<file path="config.mk">
export PLATFORM = sky130hd
export DESIGN_NAME = bcd_encoder
export DESIGN_NICKNAME = d
export VERILOG_FILES = /design/src/rtl/bcd_pkg.sv /design/src/rtl/bcd_add3.sv /design/src/rtl/bcd_encoder.sv
export SDC_FILE = /design/constraint.sdc
export NUM_CORES = 1
export LEC_CHECK = 0
export BUFFER_PORTS_ARGS = -buffer_cell sky130_fd_sc_hd__clkbuf_2
export CORE_MARGIN = 2
export CORE_UTILIZATION = 53
export DETAILED_ROUTE_END_ITERATION = 8
export GPL_ROUTABILITY_DRIVEN = 0
export PLACE_DENSITY = 0.76
export SYNTH_ARGS = -nofsm -noshare
export SYNTH_HDL_FRONTEND = slang
export SYNTH_SLANG_ARGS = --single-unit
</file>
<file path="constraint.sdc">
create_clock -name clk -period 1.6 [get_ports clk]
set_input_delay 0.16 -clock clk [delete_from_list [all_inputs] [get_ports clk]]
set_output_delay 0.16 -clock clk [all_outputs]
set_load 0.005 [all_outputs]
</file>
<file path="src/rtl/bcd_pkg.sv">
// Shared BCD operand-format types for the encoder and the BCD ALU.
// Latency: n/a (types and pure functions only).
// Backpressure: n/a.
package bcd_pkg;

  // One packed BCD digit, 0..9 in valid data.
  typedef logic [3:0] bcd_digit_t;

  // ALU operand/result word: sign-magnitude, two BCD digits.
  typedef struct packed {
    logic       sign;
    bcd_digit_t tens;
    bcd_digit_t ones;
  } bcd_word_t;

  // Largest magnitude representable in a bcd_word_t.
  localparam int BCD_MAX = 99;

  // Scratch digits used by the encoder: ones, tens, hundreds, thousands.
  // Four digits cover the largest legal input magnitude (2^13 = 8192).
  localparam int ENC_DIGITS    = 4;
  localparam int ENC_SCRATCH_W = 4 * ENC_DIGITS;

  // Encoder control states.
  typedef enum logic [1:0] {
    ENC_IDLE  = 2'd0,
    ENC_SHIFT = 2'd1,
    ENC_DONE  = 2'd2
  } enc_state_t;

  // Builds an output word; a zero magnitude always carries a positive sign.
  function automatic bcd_word_t bcd_make_word(input logic       sign,
                                              input bcd_digit_t tens,
                                              input bcd_digit_t ones);
    bcd_word_t w;
    w.tens = tens;
    w.ones = ones;
    w.sign = sign & ((tens != 4'd0) | (ones != 4'd0));
    return w;
  endfunction

endpackage

</file>
<file path="src/rtl/bcd_add3.sv">
// Double-dabble digit corrector: adds 3 to a BCD digit that is 5 or more.
// Latency: combinational, zero cycles.
// Backpressure: none, pure function of the input digit.
module bcd_add3
  import bcd_pkg::*;
(
  input  bcd_digit_t digit_i,
  output bcd_digit_t digit_o
);

  // A digit >= 5 would become >= 10 after the next shift; pre-bias it by 3
  // so the shift carries into the next digit instead.
  always_comb begin
    digit_o = digit_i;
    if (digit_i >= 4'd5) begin
      digit_o = digit_i + 4'd3;
    end
  end

endmodule

</file>
<file path="src/rtl/bcd_encoder.sv">
// Signed binary to sign-magnitude BCD {sign, tens, ones} by double-dabble, one bit per cycle.
// Latency: DATA_W cycles from input accept to out_valid; one idle cycle after each output handshake.
// Backpressure: holds the result in DONE indefinitely while out_ready=0; in_ready only in IDLE.
// Optional build macro BCD_ENC_SAT_EN: saturate overflowing results to +/-99 instead of wrapping mod 100.
module bcd_encoder
  import bcd_pkg::*;
#(
  // Legal range 4..14: four scratch digits and a 4-bit counter cover this.
  parameter int DATA_W = 8
) (
  input  logic              clk,
  input  logic              rst,
  input  logic              in_valid,
  output logic              in_ready,
  input  logic [DATA_W-1:0] in_data,
  output logic              out_valid,
  input  logic              out_ready,
  output logic [8:0]        out_bcd,
  output logic              out_ovf
);

  // ---------------------------------------------------------------------------
  // State
  // ---------------------------------------------------------------------------
  enc_state_t               state_q, state_d;
  logic [3:0]               count_q, count_d;
  logic [DATA_W-1:0]        mag_q, mag_d;
  logic [ENC_SCRATCH_W-1:0] scratch_q, scratch_d;
  logic                     sign_q, sign_d;
  logic                     out_valid_q, out_valid_d;
  bcd_word_t                word_q, word_d;
  logic                     ovf_q, ovf_d;

  // ---------------------------------------------------------------------------
  // Datapath helpers
  // ---------------------------------------------------------------------------
  logic [DATA_W-1:0]        abs_in;
  logic [ENC_SCRATCH_W-1:0] corr;
  logic [ENC_SCRATCH_W-1:0] shifted;
  logic                     ovf_next;
  bcd_digit_t               tens_next;
  bcd_digit_t               ones_next;
  bcd_word_t                word_next;

  // The thousands digit never exceeds 8 for legal widths, so its
  // corrected MSB would only ever shift out of the scratch.
  logic                     unused_corr_msb;
  assign unused_corr_msb = corr[ENC_SCRATCH_W-1];

  // Magnitude in DATA_W bits: the most negative value maps to 2^(DATA_W-1),
  // which is still representable as an unsigned DATA_W-bit number.
  always_comb begin
    abs_in = in_data;
    if (in_data[DATA_W-1]) begin
      abs_in = {DATA_W{1'b0}} - in_data;
    end
  end

  // One add-3 corrector per scratch digit.
  for (genvar g = 0; g < ENC_DIGITS; g++) begin : g_add3
    bcd_add3 u_add3 (
      .digit_i (scratch_q[4*g +: 4]),
      .digit_o (corr[4*g +: 4])
    );
  end

  // Corrected scratch shifted left with the next magnitude bit entering.
  assign shifted = {corr[ENC_SCRATCH_W-2:0], mag_q[DATA_W-1]};

  // Result as it will look after the current shift; only captured on the
  // final shift so the output registers change only at DONE entry.
  always_comb begin
    ovf_next  = (shifted[15:8] != 8'd0);
    tens_next = shifted[7:4];
    ones_next = shifted[3:0];
`ifdef BCD_ENC_SAT_EN
    if (ovf_next) begin
      tens_next = 4'd9;
      ones_next = 4'd9;
    end
`endif
    word_next = bcd_make_word(sign_q, tens_next, ones_next);
  end

  // ---------------------------------------------------------------------------
  // Control
  // ---------------------------------------------------------------------------
  assign in_ready = (state_q == ENC_IDLE);

  // Next-state and datapath update for the accept / shift / hold sequence.
  always_comb begin
    state_d     = state_q;
    count_d     = count_q;
    mag_d       = mag_q;
    scratch_d   = scratch_q;
    sign_d      = sign_q;
    out_valid_d = out_valid_q;
    word_d      = word_q;
    ovf_d       = ovf_q;

    unique case (state_q)
      ENC_IDLE: begin
        if (in_valid) begin
          state_d   = ENC_SHIFT;
          sign_d    = in_data[DATA_W-1];
          mag_d     = abs_in;
          scratch_d = '0;
          count_d   = 4'(DATA_W);
        end
      end

      ENC_SHIFT: begin
        scratch_d = shifted;
        mag_d     = {mag_q[DATA_W-2:0], 1'b0};
        count_d   = count_q - 4'd1;
        if (count_q == 4'd1) begin
          state_d     = ENC_DONE;
          out_valid_d = 1'b1;
          word_d      = word_next;
          ovf_d       = ovf_next;
        end
      end

      ENC_DONE: begin
        if (out_ready) begin
          state_d     = ENC_IDLE;
          out_valid_d = 1'b0;
        end
      end

      default: begin
        state_d     = ENC_IDLE;
        out_valid_d = 1'b0;
      end
    endcase
  end

  // State and datapath registers; reset drops any conversion in flight.
  always_ff @(posedge clk or posedge rst) begin
    if (rst) begin
      state_q     <= ENC_IDLE;
      count_q     <= 4'd0;
      mag_q       <= '0;
      scratch_q   <= '0;
      sign_q      <= 1'b0;
      out_valid_q <= 1'b0;
      word_q      <= '0;
      ovf_q       <= 1'b0;
    end else begin
      state_q     <= state_d;
      count_q     <= count_d;
      mag_q       <= mag_d;
      scratch_q   <= scratch_d;
      sign_q      <= sign_d;
      out_valid_q <= out_valid_d;
      word_q      <= word_d;
      ovf_q       <= ovf_d;
    end
  end

  assign out_valid = out_valid_q;
  assign out_bcd   = word_q;
  assign out_ovf   = ovf_q;

endmodule

</file>
* Yosys cells after proc, flatten, opt, wreduce, memory -nomap -nowiden
Index checks and enable logic that the tools add are counted.
Storage, ports and cells: register bits after elaboration 42, output and inout bits 12, word-level logic and storage cells 57
Operators by class: $add $sub $neg 6, order comparisons 4, equal/unequal tests 6, multiplexer cells 18, bitwise operators 3, reduce and logical (&&, ||, !) cells 10
Operators by type and width (count):
- 16-bit case mux with 2 select lines | 1
- 4-bit by 3-bit greater-or-equal comparator with 1-bit output, second input constant | 4
- 16-bit two-way mux | 1
- 4-bit two-way mux | 4
- 8-bit two-way mux | 2
- 8-bit case mux with 2 select lines | 1
- 4-bit by 2-bit adder with 4-bit output, second input constant | 3
- 4-bit case mux with 2 select lines | 1
- 4-bit nonzero test | 2
- 8-bit nonzero test | 1
- 1-bit by 8-bit subtractor with 8-bit output, first input constant | 1
- 2-bit two-way mux | 3
- 2-bit inequality test, second input constant | 3
- 2-bit case mux with 3 select lines | 1
- 2-bit AND reduction | 3
- 3-bit AND reduction | 2
- 4-bit by 1-bit == test with 1-bit output, second input constant | 1
- 4-bit by 1-bit subtractor with 4-bit output, second input constant | 1
- 3-bit by 2-bit adder with 3-bit output, second input constant | 1
- 3-bit two-way mux | 1
- 1-bit case mux with 3 select lines | 1
- 2-bit by 1-bit == test with 1-bit output, second input constant | 1
- 2-bit == test, second input constant | 1
- 2-bit zero test | 1
- other kinds (5) | 6

* Depth between registers and ports, before layout
Gate-level depths: netlist (run 1).
depth in word-level cells 5, depth in mapped cells 7, gate-level depth less buffers 7

* By module
From an unflattened synthesis (run 1), not the netlist that was laid out.
Second synthesis, totals: cells, all modules 260, area, all modules 2378.5 µm²
Modules (own cells, without submodules):
- bcd_encoder | instances 1, cells each 196, area an instance 1973.1 µm²
- bcd_add3 | instances 4, cells each 16, area an instance 101.3 µm²

* Worst setup path before layout (run 1)
OpenSTA, ideal clock, no wires.
path kind reg2reg, start register scratch_q[0], end register word_q, in the netlist out_bcd[8], arrival 1.482 ns, data required time 1.479 ns, path slack -0.003 ns, stages on the path, launching flop included 8, buffers on the path 0, clock period less this slack 1.603 ns, cells stage by stage dfrtp_1 inv_1 ha_1 nand2b_1 a21oi_2 mux2i_1 nand4b_1 a22o_1
On the way: word-level cells in the longest chain between the ends 5, elaborated cells between the ends (all ways) 7, classes of those cells add/sub (1); order compare (1); mux (1); bitwise (2); reduce/logical (2)
Ends and longest elaborated chain:
- start: declaration | line bcd_encoder.sv:28 | logic [ENC_SCRATCH_W-1:0] scratch_q, scratch_d;
- start signal: assignment | line bcd_encoder.sv:153 | scratch_q <= scratch_d;
- 4-bit by 2-bit adder with 4-bit output / 4-bit by 3-bit greater-or-equal comparator with 1-bit output (equally long branches) | line bcd_add3.sv:16, bcd_add3.sv:15
- 4-bit two-way mux * | line bcd_add3.sv:15 | if (digit_i >= 4'd5) begin
- 4-bit nonzero test | line bcd_pkg.sv:38 | w.sign = sign & ((tens != 4'd0) | (ones != 4'd0));
- 1-bit bitwise OR * | line bcd_pkg.sv:38
- 1-bit AND * | line bcd_pkg.sv:38
- end signal: assignment | line bcd_encoder.sv:156 | word_q <= word_d;
- end: declaration | line bcd_encoder.sv:31 | bcd_word_t word_q, word_d;
Mark *: on every way between the ends. The rest lies on a longest branch, timed or not. A chain may end at the register's enable or synchronous reset.

* Final worst setup path (run 1)
start register scratch_q[4], end register word_q, in the netlist out_bcd[8]
On the way: word-level cells in the longest chain between the ends 5, elaborated cells between the ends (all ways) 6, classes of those cells add/sub (1); order compare (1); mux (1); bitwise (2); reduce/logical (1)
Ends and longest elaborated chain (line):
- 4-bit by 2-bit adder with 4-bit output / 4-bit by 3-bit greater-or-equal comparator with 1-bit output (equally long branches) | bcd_add3.sv:16, bcd_add3.sv:15
- 4-bit two-way mux * | bcd_add3.sv:15
- 4-bit nonzero test * | bcd_pkg.sv:38
- 1-bit bitwise OR * | bcd_pkg.sv:38
- 1-bit AND * | bcd_pkg.sv:38
Marks and branches as above.

==> results.txt, run 1 <==
----------------------------------------------------
[Synth]
  Number of enable-type register cells in the synthesized netlist ... 0
  Predominant post-synthesis flop cell ... dfrtp_1
  Adder-cell area share of the yosys netlist ... 5.95%
  Post-synthesis net count ... 274
  Largest area contributor in the synthesized netlist ... dfrtp_1
  Flop and latch count out of synthesis ... 42
  Post-synthesis share of cell area spent on and, or, nand and nor gates ... 19.8%
  Number of synthesis warnings ... 0
  Sequential fraction of the synthesis area ... 45.4%
  Async set-reset flop share out of synthesis ... 100%
  Top post-synthesis cells by area ... dfrtp_1, o21ai_0, ha_1
  Mux share of post-synthesis cell area ... 2.70%
  Mapped cell area ... 2310 sq um
  Parity-gate share of the synthesized area counting xor and xnor cells ... 3.41%
  Area fraction of the dominant cell type after synthesis ... 45.4%
  Post-synthesis area per instance ... 9.22 sq um
  Main combinational cell family by area after synthesis ... simple AND/OR/NAND/NOR gates
  Distinct cells, synth ... 40
  Number of instances in the synthesized netlist ... 251
  Compound-Gate Fraction of Synth Area ... 17.9%

[Critical path]
  Startpoint-to-endpoint class of the critical path ... reg -> reg
  Cell depth of the worst flop-to-flop path ... 8
  Slowest cell on crit path ... dfrtp_1
  Crit path depth ... 8
  Worst reg-to-reg setup slack ... 0.03 ns
  Worst reg2reg endpoint ... out_bcd[8]
  Worst flop-to-flop path startpoint ... scratch_q[4]
  CP arrival ... 1.76 ns
  Top cell family by delay on the critical path ... flip-flops
  Worst setup EP type ... flip-flop
  Launch point of the critical path ... scratch_q[4]
  CP Max Fanout ... 4
  Buffers and inverters on the worst path ... 2
  Max stage delay on crit path ... 0.42 ns
  Required arrival time at the worst endpoint ... 1.79 ns
  Termination of the worst setup path ... out_bcd[8]
  Sort of element at the start of the critical path ... flip-flop
  Critical path cell sequence ... inv_2 -> ha_4 -> buf_6 -> nor3b_1 -> a21oi_1 -> nand3b_1 -> nand4b_1 -> a22o_1

[Timing]
  Unrepaired setup endpoints after global routing ... yes
  Max Freq ... 0.636 GHz
  Hold Worst Slack ... 0.108 ns
  Tightest slew margin relative to the limit ... 65.3%
  Transition time at the pin with the least slew margin ... 0.521 ns
  Final period demand of the worst path ... 1.57 ns
  Final-report hold violation count ... 0
  Final Setup Violations ... 0
  Worst Clk Skew ... 0.00972 ns
  Period Utilization, post-route ... 98.2%
  Final-report max-slew violation count ... 0

[GRT]
  GRT Total Usage ... 21.8%
  Initial antenna violation count ... 0
  Wire length of the first global-routing pass ... 8620 microns
  Maximum number of pins on one net before global-route repair ... 43
  Aggregate global routing overflow ... 0
  Vias in the first global route ... 1905

[Run]
  Number of maximum-capacitance violations ... 0

[Finish]
  Most common cell after layout, fill and taps aside ... dfrtp_1
  # nets final ... 320
  Share of post-route cells with drive strength above 1 ... 28.2%
  Filler Cells Inserted ... 337
  Relative area change from synthesis to final layout ... 22.4%
  Most frequent cells in the layout ... dfrtp_1, o21ai_0, nand2_1
  Post-route cell area ... 2830 sq um
  Number of antenna diodes ... 0

[Route]
  Via count ... 1913
  Wire length per cell after detailed routing ... 13.5 microns
  First-iteration detailed-routing DRC count ... 102
  Number of optimization iterations in the first detailed-route pass ... 4
  Total detailed-routing wirelength ... 4720 microns
  Antenna violation net count after detailed routing ... 0
  Vias per cell ... 5.47
  Residual DRC count ... 0

[Clock network]
  Number of buffers on the longest clock path ... 2
  Maximum level of the CTS H-tree ... 2
  Clock sink total ... 42
  Clock edge transition at the registers on the reported setup and hold paths ... 0.09 ns
  Clock tree from TritonCTS ... built
  CTS root buf ... clkbuf_8
  TritonCTS Buffers ... 5
  Clock latency on the worst-skew pair ... 0.30 ns

[Power and ir drop]
  Power per cell area ... 2020 nW/um^2
  Peak supply drop ... 0.858 mV
  Lkg Pwr ... 1.29 nW

[Place]
  HPWL after detailed placement ... 3250 microns
  Placed Instance Area ... 2610 sq um
  Port buffer count ... 23

[Floorplanning]
  Num rows ... 24
  Initial cell density of the core ... 53.9%
  Die Wd ... 70.1 microns
  Area enclosed by the die boundary ... 4910 sq um
  Height of the chip ... 70.1 microns
  Area of the placeable core ... 4290 sq um
  I/O pin count ... 24

[Status]
  Run status ... complete, no violations

[Min path]
  Worst min path class ... in -> reg

----------------------------------------------------
-- power breakdown --
| part | total (mW) | internal (mW) | switching [mW] |
|---|---|---|---|
| registers | 1.95 | 1.53 | 0.420 |
| clock network | 0.709 | 0.315 | 0.394 |
| logic | 3.06 | 1.51 | 1.55 |
| total | 5.72 | 3.35 | 2.36 |
-- kinds of logic (layout without fill, tap and decap cells) --
| family | after synthesis | count (layout) |
|---|---|---|
| AOI/OAI and AO/OA | 71 | 71 |
| xor gates and xnor gates | 9 | 9 |
| adders and majority gates | 11 | 11 |
| buffers and inverters | 26 | 73 |
| DFF | 42 | 42 |
| muxes | 6 | 6 |
| and+or+nand+nor | 86 | 86 |
-- worst min-delay path by stage --
stage	depth (start not counted)	slack [ns]	endpoint	startpoint
6_report	4	0.11	state_q[1]	out_ready
5_1_grt	4	0.13	state_q[1]	out_ready
4_1_cts	4	0.10	state_q[1]	out_ready
3_5_place_dp	3	0.31	scratch_q[12]	rst
3_3_place_gp	3	0.30	scratch_q[13]	rst
2_1_floorplan	3	0.33	state_q[1]	out_ready
-- state kept, by name, indices dropped and copies added (netlist names) --
name,flops
state_q,2
scratch_q,16
sign_q,1
out_valid,1
out_ovf,1
out_bcd,9
count_q,4
mag_q,8
-- final cells by class --
class	count	area [sq um]	area share, %
clock buffer	5	68.8	2.43
clock inverter	3	25.0	0.883
inverter	14	52.6	1.85
multi-input combinational	183	1230	43.3
sequential	42	1050	37.1
tap	52	65.1	2.30
timing repair buffer	51	344	12.1
-- stage by stage --
step           power (mW)  std cells  utilization [%]  TNS [ns]  setup slack [ns]
2_1_floorplan        3.70        251                -         0           0.00827
3_3_place_gp         4.51        335             60.7         0            0.0235
4_1_cts              5.46        347             64.2         0           0.00651
3_5_place_dp         4.62        335             60.7   -0.0518           -0.0352
6_report             5.72        350             66.0         0            0.0286
5_1_grt              6.28        350             66.0    -0.115           -0.0894
-- Yosys cell counts (4+ instances only) --
cell type and number:
inv_1 14, nor3b_1 6, nand3_1 14, nand2b_1 5
clkbuf_1 5, mux2i_1 4, nor3_1 5, a21oi_1 10
xnor2_1 5, o21ai_0 40, nor2_1 10, ha_1 11
o31ai_1 4, a22oi_1 5, buf_2 4, xor2_1 4
nand2_1 30, dfrtp_1 42
-- routing by layer --
metal / share of wire [%] / vias to the layer above / global-route usage, %
li1: - / 967 / -
met1: 45 / 901 / 28.8
met2: 50 / 41 / 36.4
met3: 3.7 / 4 / 5.48
met4: 0.85 / 0 / 4.70
met5: 0 / - / 0
-- tightest hold or removal path, delay by kind of cell --
| family | cells | cell delay, ns |
|---|---|---|
| buffers and inverters | 1 | 0.07 |
| and+or+nand+nor | 3 | 0.15 |
-- what timing repair did --
item	in CTS	in global routing
endpoints found under the hold margin	42	0
buffers inserted	3	3
hold buffers	1	0
resized for setup	5	18
endpoints found under the setup margin	5	17
pin swaps	1	6
Power figures use the tool's default switching activity.
==> inputs of run 2 (changes only) <==
==> constraint.sdc (replaced) <==
create_clock -name clk -period 1.6 [get_ports clk]
set_input_delay 0.16 -clock clk [delete_from_list [all_inputs] [get_ports clk]]
set_output_delay 0.16 -clock clk [all_outputs]
set_load 0.1 [all_outputs]
==> run 2 against run 1 <==
Net effect:
- final cell count grew 0.57%
- first-iteration DRC count decreased by 5.9%
- clock skew shrank 0.0033 ns
- wire length increased by 1.4%
- count of clock-buffer cells in the layout grew 1
- sequential share of layout area fell by 1.2 points
- die area unchanged
- critical path type unchanged
==> results.txt, run 2 (synthesis gave the netlist of run 1 again) <==
----------------------------------------------------
[Clock network]
  Clock sink total ... 42
  Clock tree from TritonCTS ... built
  Number of buffers on the longest clock path ... 2
  Clock edge transition at the registers on the reported setup and hold paths ... 0.08 ns
  TritonCTS Buffers ... 5
  Maximum level of the CTS H-tree ... 2
  CTS root buf ... clkbuf_8
  Clock latency on the worst-skew pair ... 0.30 ns

[Min path]
  Worst hold path endpoint ... state_q[1]
  Hold path cells ... 4
  Beginning of the worst hold path ... out_ready
  Worst min path class ... in -> reg

[Timing]
  Hold Worst Slack ... 0.105 ns
  Tightest slew margin relative to the limit ... 64.2%
  Worst Clk Skew ... 0.00646 ns
  Final-report hold violation count ... 0
  Min setup slack post-route ... 0.0334 ns
  Unrepaired setup endpoints after global routing ... yes
  Final period demand of the worst path ... 1.57 ns
  Transition time at the pin with the least slew margin ... 0.540 ns
  Final-report max-slew violation count ... 0
  Max Freq ... 0.638 GHz
  Final Setup Violations ... 0
  Period Utilization, post-route ... 97.9%

[Place]
  Placed Cells incl. Taps ... 338
  HPWL after detailed placement ... 3200 microns
  Port buffer count ... 23
  Place WS ... -0.00963 ns

[Critical path]
  Slowest cell on crit path ... dfrtp_1
  Critical path cell sequence ... ha_4 -> nand2b_4 -> a21oi_4 -> mux2i_1 -> nand4b_1 -> a22o_1
  Worst reg2reg endpoint ... out_bcd[8]
  Worst reg-to-reg setup slack ... 0.03 ns
  CP Max Fanout ... 3
  Worst setup EP type ... flip-flop
  Sort of element at the start of the critical path ... flip-flop
  Cell depth of the worst flop-to-flop path ... 6
  Max stage delay on crit path ... 0.43 ns
  Top cell family by delay on the critical path ... flip-flops
  Buffers and inverters on the worst path ... 0
  Required arrival time at the worst endpoint ... 1.79 ns
  Worst flop-to-flop path startpoint ... scratch_q[4]
  Startpoint-to-endpoint class of the critical path ... reg -> reg
  CP arrival ... 1.76 ns

[Floorplanning]
  I/O pin count ... 24
  Area enclosed by the die boundary ... 4910 sq um
  Initial cell density of the core ... 53.9%
  Area of the placeable core ... 4290 sq um
  Die Wd ... 70.1 microns
  Num rows ... 24
  Height of the chip ... 70.1 microns

[GRT]
  Initial antenna violation count ... 0
  Maximum number of pins on one net before global-route repair ... 43
  Vias in the first global route ... 1815
  Wire length of the first global-routing pass ... 7910 microns
  Aggregate global routing overflow ... 0
  GRT Total Usage ... 20.4%

[Route]
  Wire length per cell after detailed routing ... 13.6 microns
  Via count ... 1906
  First-iteration detailed-routing DRC count ... 96
  Residual DRC count ... 0
  Number of optimization iterations in the first detailed-route pass ... 4
  Antenna violation net count after detailed routing ... 0
  Vias per cell ... 5.41
  Total detailed-routing wirelength ... 4790 microns

[Finish]
  Most frequent cells in the layout ... dfrtp_1, o21ai_0, nand2_1
  Relative area change from synthesis to final layout ... 26.7%
  Most common cell after layout, fill and taps aside ... dfrtp_1
  Share of post-route cells with drive strength above 1 ... 31.3%
  Max reg flops ... 16
  Number of antenna diodes ... 0
  Non-filler instance count after layout ... 352
  # nets final ... 322
  Register with the highest flop count ... scratch_q
  Util after Layout ... 68.3%

[Status]
  Run status ... complete, no violations

[Run]
  Number of maximum-capacitance violations ... 0

----------------------------------------------------
run 2: cell type report:
class | count | area, sq um
Fill cell | 328 | 1360
Multi-Input combinational cell | 183 | 1290
Timing Repair Buffer | 53 | 363
Clock buffer | 6 | 72.6
Sequential cell | 42 | 1050
Clock inverter | 2 | 37.5
Inverter | 14 | 52.6
Tap cell | 52 | 65.1
run 2: routing by layer:
layer | wire [microns] | global-route usage [%]
met2 | 2260 | 32.6
met1 | 2250 | 26.1
met5 | 0 | 0
met3 | 168 | 5.92
met4 | 103 | 7.91
run 2: worst max path at each step:
stage,from,to,slack (ns),depth (start not counted)
3_5_place_dp,scratch_q[5],scratch_q[6],-0.01,6
6_report,scratch_q[4],out_bcd[8],0.03,6
4_1_cts,scratch_q[0],out_bcd[8],0.004,7
5_1_grt,scratch_q[4],out_bcd[8],-0.09,8
3_3_place_gp,scratch_q[4],out_bcd[8],0.04,8
2_1_floorplan,state_q[0],scratch_q[15],-0.07,6
run 2: worst register-to-register path, stage by stage, from the launching register on:
cell and delay [ns]:
dfrtp_1 0.43, ha_4 0.17, nand2b_4 0.14, a21oi_4 0.19, mux2i_1 0.20, nand4b_1 0.11
a22o_1 0.22
run 2: timing repair:
item / in CTS / in global routing
hold buffers: 1 / 0
setup endpoints to repair: 3 / 9
buffers inserted: 2 / 4
resized for setup: 3 / 31
pin swaps: 1 / 13
endpoints found under the hold margin: 42 / 0
run 2: through the flow:
stage	TNS [ns]	cell area [sq um]
after floorplan	-1.24	2330
after global placement	0	2640
after detailed placement	-0.0107	2640
after CTS	0	2780
after global routing	-0.107	2930
final	0	2930
Power of run 2 is left out: the tool's default activity adds up to more than one toggle a clock period on the data nets, which glitch-free logic cannot reach.
==> inputs of run 3 (changes only) <==
--- a/config.mk
+++ b/config.mk
@@ -6,7 +6,6 @@
 export NUM_CORES = 1
 export LEC_CHECK = 0
 export BUFFER_PORTS_ARGS = -buffer_cell sky130_fd_sc_hd__clkbuf_2
-export CORE_MARGIN = 2
 export CORE_UTILIZATION = 53
 export DETAILED_ROUTE_END_ITERATION = 8
 export GPL_ROUTABILITY_DRIVEN = 0
==> run 3 against run 2 <==
Net effect:
- worst setup slack got worse by 0.015 ns
- register-to-register slack got worse by 0.02 ns
- cell area fell by 2.6%
- largest cell class unchanged
==> results.txt, run 3 (synthesis gave the netlist of run 1 again) <==
----------------------------------------------------
[Critical path]
  Top cell family by delay on the critical path ... flip-flops
  Worst reg2reg endpoint ... out_bcd[8]
  CP Max Fanout ... 4
  Buffers and inverters on the worst path ... 1
  CP arrival ... 1.77 ns
  Worst flop-to-flop path startpoint ... scratch_q[4]
  Worst reg-to-reg setup slack ... 0.02 ns
  Startpoint-to-endpoint class of the critical path ... reg -> reg
  Critical path cell sequence ... inv_2 -> ha_4 -> nand2b_4 -> a21oi_4 -> mux2i_1 -> nand4b_1 -> a22o_1
  Max stage delay on crit path ... 0.46 ns
  Cell depth of the worst flop-to-flop path ... 7
  Sort of element at the start of the critical path ... flip-flop
  Worst setup EP type ... flip-flop
  Slowest cell on crit path ... dfrtp_2
  Required arrival time at the worst endpoint ... 1.79 ns

[Floorplanning]
  I/O pin count ... 24
  Height of the chip ... 68.1 microns
  Die Wd ... 68.1 microns
  Area enclosed by the die boundary ... 4640 sq um
  Initial cell density of the core ... 56.6%
  Area of the placeable core ... 4090 sq um
  Num rows ... 23

[GRT]
  GRT Total Usage ... 22.9%
  Vias in the first global route ... 1808
  Maximum number of pins on one net before global-route repair ... 43
  Aggregate global routing overflow ... 0
  Initial antenna violation count ... 0
  Wire length of the first global-routing pass ... 7900 microns

[Finish]
  Number of antenna diodes ... 0
  Most common cell after layout, fill and taps aside ... dfrtp_1
  Register with the highest flop count ... scratch_q
  Max reg flops ... 16
  Filler Cells Inserted ... 310
  Share of post-route cells with drive strength above 1 ... 28.7%
  Most frequent cells in the layout ... dfrtp_1, o21ai_0, nand2_1
  # nets final ... 318
  Relative area change from synthesis to final layout ... 23.5%

[Min path]
  Hold path cells ... 4
  Worst min path class ... in -> reg
  Worst hold path endpoint ... state_q[1]
  Beginning of the worst hold path ... out_ready

[Clock network]
  Clock edge transition at the registers on the reported setup and hold paths ... 0.08 ns
  Clock latency on the worst-skew pair ... 0.29 ns
  Clock sink total ... 42
  Number of buffers on the longest clock path ... 2
  Maximum level of the CTS H-tree ... 2
  CTS root buf ... clkbuf_8
  Clock tree from TritonCTS ... built
  TritonCTS Buffers ... 5

[Timing]
  Final-report max-slew violation count ... 0
  Final period demand of the worst path ... 1.58 ns
  Final Setup Violations ... 0
  Worst Clk Skew ... 0.00586 ns
  Final-report hold violation count ... 0
  Period Utilization, post-route ... 98.9%
  Min setup slack post-route ... 0.0181 ns
  Tightest slew margin relative to the limit ... 63.6%
  Max Freq ... 0.632 GHz
  Hold Worst Slack ... 0.122 ns
  Transition time at the pin with the least slew margin ... 0.548 ns
  Unrepaired setup endpoints after global routing ... yes

[Route]
  First-iteration detailed-routing DRC count ... 142
  Via count ... 1948
  Residual DRC count ... 0
  Antenna violation net count after detailed routing ... 0
  Vias per cell ... 5.63
  Total detailed-routing wirelength ... 4830 microns
  Number of optimization iterations in the first detailed-route pass ... 4
  Wire length per cell after detailed routing ... 14.0 microns

[Place]
  Port buffer count ... 23
  HPWL after detailed placement ... 3360 microns
  Place WS ... -0.0519 ns

[Status]
  Run status ... complete, no violations

[Run]
  Number of maximum-capacitance violations ... 0

----------------------------------------------------
run 3: per-stage QoR:
step | utilization, % | std cells | TNS [ns] | area (sq um)
2_1_floorplan | - | 251 | -1.24 | 2330
3_3_place_gp | 63.8 | 331 | 0 | 2610
3_5_place_dp | 63.8 | 331 | -0.109 | 2610
4_1_cts | 66.9 | 343 | 0 | 2730
5_1_grt | 69.9 | 346 | -0.108 | 2860
6_report | 69.9 | 346 | 0 | 2860
run 3: worst register-to-register path, cell delays in order, from the launching register on:
cell and delay (ns):
dfrtp_2 0.46, inv_2 0.10, ha_4 0.16, nand2b_4 0.06, a21oi_4 0.17, mux2i_1 0.22
nand4b_1 0.11, a22o_1 0.20
run 3: how the worst max path moves through the flow:
stage                               end  cells after the start          from
after CTS                    out_bcd[8]                      8  scratch_q[5]
after detailed placement     out_bcd[6]                      6  scratch_q[5]
after global routing         out_bcd[8]                      8  scratch_q[4]
after global placement       out_bcd[8]                      7  scratch_q[4]
final                        out_bcd[8]                      7  scratch_q[4]
after floorplan           scratch_q[15]                      6    state_q[0]
run 3: layout make-up:
cell class                      instances  area (sq um)  share of cell area (%)
Tap cell                               50          62.6                    2.19
Inverter                               14          52.6                    1.84
Clock buffer                            7          86.3                    3.02
Multi-Input combinational cell        183          1260                    44.0
Sequential cell                        42          1050                    36.8
Clock inverter                          1          5.00                   0.175
Timing Repair Buffer                   49           342                    12.0
run 3: repair_timing:
item | in CTS | in global routing
pin swaps | 1 | 7
hold endpoints to repair | 42 | 0
buffers inserted | 3 | 3
gates resized for setup | 1 | 24
endpoints found under the setup margin | 3 | 14
hold buffers | 1 | 0
gates cloned | 0 | 0
run 3: routing by layer:
layer / up-vias / GRT usage (%) / share of wire [%]
met5: - / 0 / 0
met4: 0 / 7.55 / 1.6
met3: 10 / 4.83 / 4.4
met2: 39 / 40.2 / 51
met1: 931 / 27.5 / 43
li1: 968 / - / -
Power of run 3 is left out for the same reason.
